## src/rtl/vga_timing_gen.sv

```systemverilog
// Raster timing generator: h/v sync, data-enable and pixel coordinates, advanced by a pixel-enable strobe.
// Optional pixel-strobe watchdog enabled by defining VTG_PCLK_WDOG_EN.
module vga_timing_gen #(
   parameter int H_VISIBLE  = 640,
   parameter int H_FP       = 16,
   parameter int H_SYNC     = 96,
   parameter int H_BP       = 48,
   parameter int V_VISIBLE  = 480,
   parameter int V_FP       = 10,
   parameter int V_SYNC     = 2,
   parameter int V_BP       = 33,
   parameter int SYNC_POL   = 0,
   parameter int WDOG_LIMIT = 16,
   localparam int H_TOTAL   = H_VISIBLE + H_FP + H_SYNC + H_BP,
   localparam int V_TOTAL   = V_VISIBLE + V_FP + V_SYNC + V_BP,
   localparam int XW        = $clog2(H_TOTAL),
   localparam int YW        = $clog2(V_TOTAL)
) (
   input  logic          clk,
   input  logic          reset_n,
   input  logic          pclk_en,
   output logic          h_sync,
   output logic          v_sync,
   output logic          de,
   output logic [XW-1:0] x_pixel,
   output logic [YW-1:0] y_pixel,
   output logic          line_start,
   output logic          frame_start,
   output logic          pclk_lost
);

   localparam logic          SYNC_ON   = (SYNC_POL != 0);
   localparam logic [XW-1:0] H_ACT_END = XW'(H_VISIBLE - 1);
   localparam logic [XW-1:0] H_FP_END  = XW'(H_VISIBLE + H_FP - 1);
   localparam logic [XW-1:0] H_SYN_END = XW'(H_VISIBLE + H_FP + H_SYNC - 1);
   localparam logic [XW-1:0] H_LAST    = XW'(H_TOTAL - 1);
   localparam logic [YW-1:0] V_ACT_END = YW'(V_VISIBLE - 1);
   localparam logic [YW-1:0] V_FP_END  = YW'(V_VISIBLE + V_FP - 1);
   localparam logic [YW-1:0] V_SYN_END = YW'(V_VISIBLE + V_FP + V_SYNC - 1);
   localparam logic [YW-1:0] V_LAST    = YW'(V_TOTAL - 1);

   typedef enum logic [1:0] {ST_H_ACT, ST_H_FP, ST_H_SYN, ST_H_BP} h_state_t;
   typedef enum logic [1:0] {ST_V_ACT, ST_V_FP, ST_V_SYN, ST_V_BP} v_state_t;

   h_state_t        r_h_state;
   v_state_t        r_v_state;
   logic [XW-1:0]   r_h_cnt;
   logic [YW-1:0]   r_v_cnt;
   logic            w_h_last;

   assign w_h_last = (r_h_cnt == H_LAST);

   // Outputs present the position held before the tick; counters and phases then advance.
   always_ff @(posedge clk or negedge reset_n) begin
      if (!reset_n) begin
         r_h_state   <= ST_H_ACT;
         r_v_state   <= ST_V_ACT;
         r_h_cnt     <= '0;
         r_v_cnt     <= '0;
         h_sync      <= ~SYNC_ON;
         v_sync      <= ~SYNC_ON;
         de          <= 1'b0;
         x_pixel     <= '0;
         y_pixel     <= '0;
         line_start  <= 1'b0;
         frame_start <= 1'b0;
      end else if (pclk_en) begin
         de          <= (r_h_state == ST_H_ACT) && (r_v_state == ST_V_ACT);
         h_sync      <= (r_h_state == ST_H_SYN) ? SYNC_ON : ~SYNC_ON;
         v_sync      <= (r_v_state == ST_V_SYN) ? SYNC_ON : ~SYNC_ON;
         x_pixel     <= r_h_cnt;
         y_pixel     <= r_v_cnt;
         line_start  <= (r_h_cnt == '0);
         frame_start <= (r_h_cnt == '0) && (r_v_cnt == '0);

         r_h_cnt <= w_h_last ? '0 : r_h_cnt + XW'(1);
         case (r_h_state)
            ST_H_ACT: if (r_h_cnt == H_ACT_END) r_h_state <= ST_H_FP;
            ST_H_FP:  if (r_h_cnt == H_FP_END)  r_h_state <= ST_H_SYN;
            ST_H_SYN: if (r_h_cnt == H_SYN_END) r_h_state <= ST_H_BP;
            default:  if (w_h_last)             r_h_state <= ST_H_ACT;
         endcase

         if (w_h_last) begin
            r_v_cnt <= (r_v_cnt == V_LAST) ? '0 : r_v_cnt + YW'(1);
            case (r_v_state)
               ST_V_ACT: if (r_v_cnt == V_ACT_END) r_v_state <= ST_V_FP;
               ST_V_FP:  if (r_v_cnt == V_FP_END)  r_v_state <= ST_V_SYN;
               ST_V_SYN: if (r_v_cnt == V_SYN_END) r_v_state <= ST_V_BP;
               default:  if (r_v_cnt == V_LAST)    r_v_state <= ST_V_ACT;
            endcase
         end
      end else begin
         line_start  <= 1'b0;
         frame_start <= 1'b0;
      end
   end

`ifdef VTG_PCLK_WDOG_EN
   localparam int WW = $clog2(WDOG_LIMIT + 1);

   logic [WW-1:0] r_wdog_cnt;
   logic          r_pclk_lost;

   // Counts clk cycles since the last strobe; the lost flag is sticky until reset.
   always_ff @(posedge clk or negedge reset_n) begin
      if (!reset_n) begin
         r_wdog_cnt  <= '0;
         r_pclk_lost <= 1'b0;
      end else if (pclk_en) begin
         r_wdog_cnt  <= '0;
      end else begin
         if (r_wdog_cnt != WW'(WDOG_LIMIT)) r_wdog_cnt <= r_wdog_cnt + WW'(1);
         if (r_wdog_cnt == WW'(WDOG_LIMIT - 1)) r_pclk_lost <= 1'b1;
      end
   end

   assign pclk_lost = r_pclk_lost;
`else
   // Watchdog compiled out; the limit is always positive, so this is constant 0.
   assign pclk_lost = (WDOG_LIMIT < 0);
`endif

endmodule

```

## config.mk

```make
export PLATFORM = sky130hd
export DESIGN_NAME = vga_timing_gen
export DESIGN_NICKNAME = d
export VERILOG_FILES = /design/src/rtl/vga_timing_gen.sv
export SDC_FILE = /design/constraint.sdc
export NUM_CORES = 1
export LEC_CHECK = 0
export CAP_MARGIN = 30
export CORE_MARGIN = 2
export CORE_UTILIZATION = 59
export CTS_CLUSTER_DIAMETER = 80
export CTS_CLUSTER_SIZE = 20
export DETAILED_ROUTE_END_ITERATION = 8
export HOLD_SLACK_MARGIN = 0.03
export PLACE_DENSITY = 0.9
export RECOVER_POWER = 50
export SYNTH_ARGS = -nofsm -noshare
export SYNTH_HDL_FRONTEND = slang
export SYNTH_SLANG_ARGS = --single-unit
```

## constraint.sdc

```tcl
create_clock -name clk -period 5.7 [get_ports clk]
set_input_delay 1.14 -clock clk [delete_from_list [all_inputs] [get_ports clk]]
set_output_delay 1.14 -clock clk [all_outputs]
set_load 0.03 [all_outputs]
```

==> impl_metrics.csv <==
group,metric,value,unit
synthesis,netlist.area_leader.share,49.0,%
clocking,cts.sinks,49,
clocking,cts_resized,0,
job,max_cap_violations,1,
synthesis,ys_ff_latch,49,
clocking,ctsHoldBuffers,0,
floorplanning,core,0.00394,sq mm
route,ant_nets,0,
clocking,path_clk_slew,0.09,ns
worst_setup_path,slowest_stage,"clkbuf_1",
floorplanning,ios,29,
worst_setup_path,cp.arrival,4.26,ns
global_routing,grt_overflow,0,
synthesis,syn_inst,213,
placement,hpwl,3190,um
sta,tightest_slew,1.62,ns
layout,drive_gt1_share,15.4,%
floorplanning,placement_rows,23,
worst_setup_path,crit_chain,"dlygate4sd3_1, clkbuf_1, and4_1, nand4_2, nor4_1, mux2_2",
synthesis,ys_top_cells_by_area,"dfrtp_1 49%, mux2_2 10%, ha_1 6.3%",
layout,filler_cell_count,296,
worst_setup_path,critPathBufInv,2,
worst_setup_path,worst_ep_required_time,5.89,ns
sta,fmax,246,MHz
floorplanning,fp.dieW,67.8,um
sta,period_share,71.3,%
route,routedWlPerCell,15.4,um
synthesis,yosys_most_used_dff,"dfrtp_1",
synthesis,yosys-top-cells-count,"47 x dfrtp_1, 22 x mux2_2, 15 x inv_1, 13 x nor2_1, 12 x ha_1",
synthesis,syn-num-nets,228,
synthesis,yosysWarnings,0,
placement,finalWeightedCongestion,0.867,
clocking,clk_latency,0.31,ns
sta,slew_viol_final,35,
worst_setup_path,path_delay_family,"buffers and inverters",
worst_setup_path,critPathMaxFanout,34,
hold_path,min_path_type,"reg2reg",
status,status,"finished, violations left",
sta,fin_crit,4.06,ns
sta,setup_tns,0,ns
route,wirelength,4490,um
synthesis,synth_edf_count,0,
sta,finClkSkew,0.00755,ns
sta,rsz0062_at_grt,"false",
sta,hold_violations,0,
global_routing,grt_pass1_wl,7610,um
clocking,cts_tree,"yes",
route,drc,0,
synthesis,synth_area,0.00240,sq mm
synthesis,synthArstFlopShare,100,%
route,vias_per_cell,5.88,
global_routing,grt_pass1_vias,1596,
synthesis,ys_types,41,
clocking,clockBufferDepth,2,
worst_setup_path,slowest_delay,1.17,ns
clocking,htree_levels,2,
sta,finalSetupViolCount,0,
clocking,root_buffer,"clkbuf_8",
route,dr.pass1.iters,4,
layout,diodes,0,
global_routing,grt_max_degree,35,
layout,areaGrowthSynthToFinish,16.1,%
placement,placed_cell_area,0.00272,sq mm
worst_setup_path,cp-start-kind,"primary input",
layout,final_util,70.6,%
floorplanning,start_util,60.8,%
global_routing,antenna_found_initial,0,
clocking,cts_setup_buffers,0,
synthesis,syn_area_per_cell,11.3,sq um
sta,slew_headroom,-8.26,%
synthesis,yosysMostFrequentCell,"dfrtp_1",
route,via_count,1710,
floorplanning,die_area,0.00459,sq mm
synthesis,seq_area_frac_synth,51.2,%
layout,fin_nets,255,
floorplanning,die_height,67.8,um
placement,port_buffers,27,
worst_setup_path,path_class,"in2reg",
clocking,numCtsBuffers,5,
global_routing,grt_usage,22.8,%
synthesis,yosys.area.top_type,"dfrtp_1",
route,drt_iter0_drc,95,
layout,design_area,0.00278,sq mm
worst_setup_path,worstSetupEndpointType,"flip-flop",
status,violations,"max-capacitance violations, max-slew violations",
pwr,p_leak,1.25,nW
pwr,vdd_drop_max,0.162,mV
pwr,pwr_density_cell,279,mW/mm^2
final cells by class:
cell class | instances | area (sq um) | area share (%)
well taps | 50 | 62.6 | 2.25
repair buffers | 29 | 272 | 9.75
clock inverters | 3 | 21.3 | 0.764
flip-flops and latches | 49 | 1230 | 44.1
clock buffers | 5 | 68.8 | 2.47
inverters | 15 | 56.3 | 2.02
multi-input cells | 140 | 1070 | 38.6
worst paths after layout:
kind                            slack [ns]                        to  cells after the start                   start
worst max-delay path                  1.64  r_v_state[1]$_DFFE_PN0P_                      6                 pclk_en
worst min-delay path                  0.47        h_sync$_DFFE_PN1P_                      2      h_sync$_DFFE_PN1P_
worst max register to register        3.23  r_v_state[1]$_DFFE_PN0P_                      7  r_v_cnt[0]$_DFFE_PN0P_
worst min register to register        0.47        h_sync$_DFFE_PN1P_                      2      h_sync$_DFFE_PN1P_
max in group asynchronous             2.79    r_v_cnt[1]$_DFFE_PN0P_                      2                 reset_n
min in group asynchronous             1.05    y_pixel[7]$_DFFE_PN0P_                      1                 reset_n
routing by layer:
metal,routed length [um],GRT usage [%],vias up
li1,-,-,807
met1,2020,31.3,842
met2,2200,35.5,55
met3,212,4.00,6
met4,59,9.95,0
met5,0,0,-
layout by cell type (no fill, tap or decap), types with 3 or more instances in the layout:
cell,instances
ha_1,12
nand4_1,8
clkbuf_8,5
inv_1,15
nor2_1,13
o21ai_0,9
clkbuf_1,3
and3_1,3
nand2_1,11
clkdlybuf4s50_1,25
xnor2_1,8
dfrtp_1,47
mux2i_1,5
nand3_1,11
xor2_1,3
mux2_2,22
nor3_1,6
worst register-to-register path: cells and delay by family, from the launching register on:
kind          cells  cell delay, ns
fa+ha+maj         1            0.14
buf+inv           1            0.10
flops             1            0.50
mux               1            0.38
simple gates      4            1.25
logic make-up after synthesis:
family          synth area share [%]
buf+inv                         3.96
fa+ha+maj                       6.26
compound gates                  5.22
mux                             12.4
other cells                    0.156
simple gates                    16.7
xor+xnor                        4.02
flops                           51.2
power breakdown:
| part | total, mW | switching (mW) | internal (mW) |
|---|---|---|---|
| clock | 0.207 | 0.120 | 0.0872 |
| sequential | 0.423 | 0.0413 | 0.382 |
| combinational | 0.146 | 0.0803 | 0.0662 |
| total | 0.777 | 0.241 | 0.536 |
state kept, by name (all words and copies together) (netlist names):
signal / flops
r_h_cnt: 10
r_v_cnt: 10
x_pixel: 10
y_pixel: 10
r_h_state: 2
r_v_state: 2
de: 1
frame_start: 1
h_sync: 1
line_start: 1
v_sync: 1
stage by stage:
step	total power [mW]	worst slack [ns]	cells	hold WS, ns
final	0.777	1.64	291	0.468
after global routing	0.813	1.31	291	0.488
after CTS	0.784	2.63	291	0.468
after detailed placement	0.578	2.30	283	0.456
after global placement	0.569	2.36	282	0.453
after floorplan	0.514	3.12	213	0.487
No activity file was read; power rests on OpenSTA's default activity.
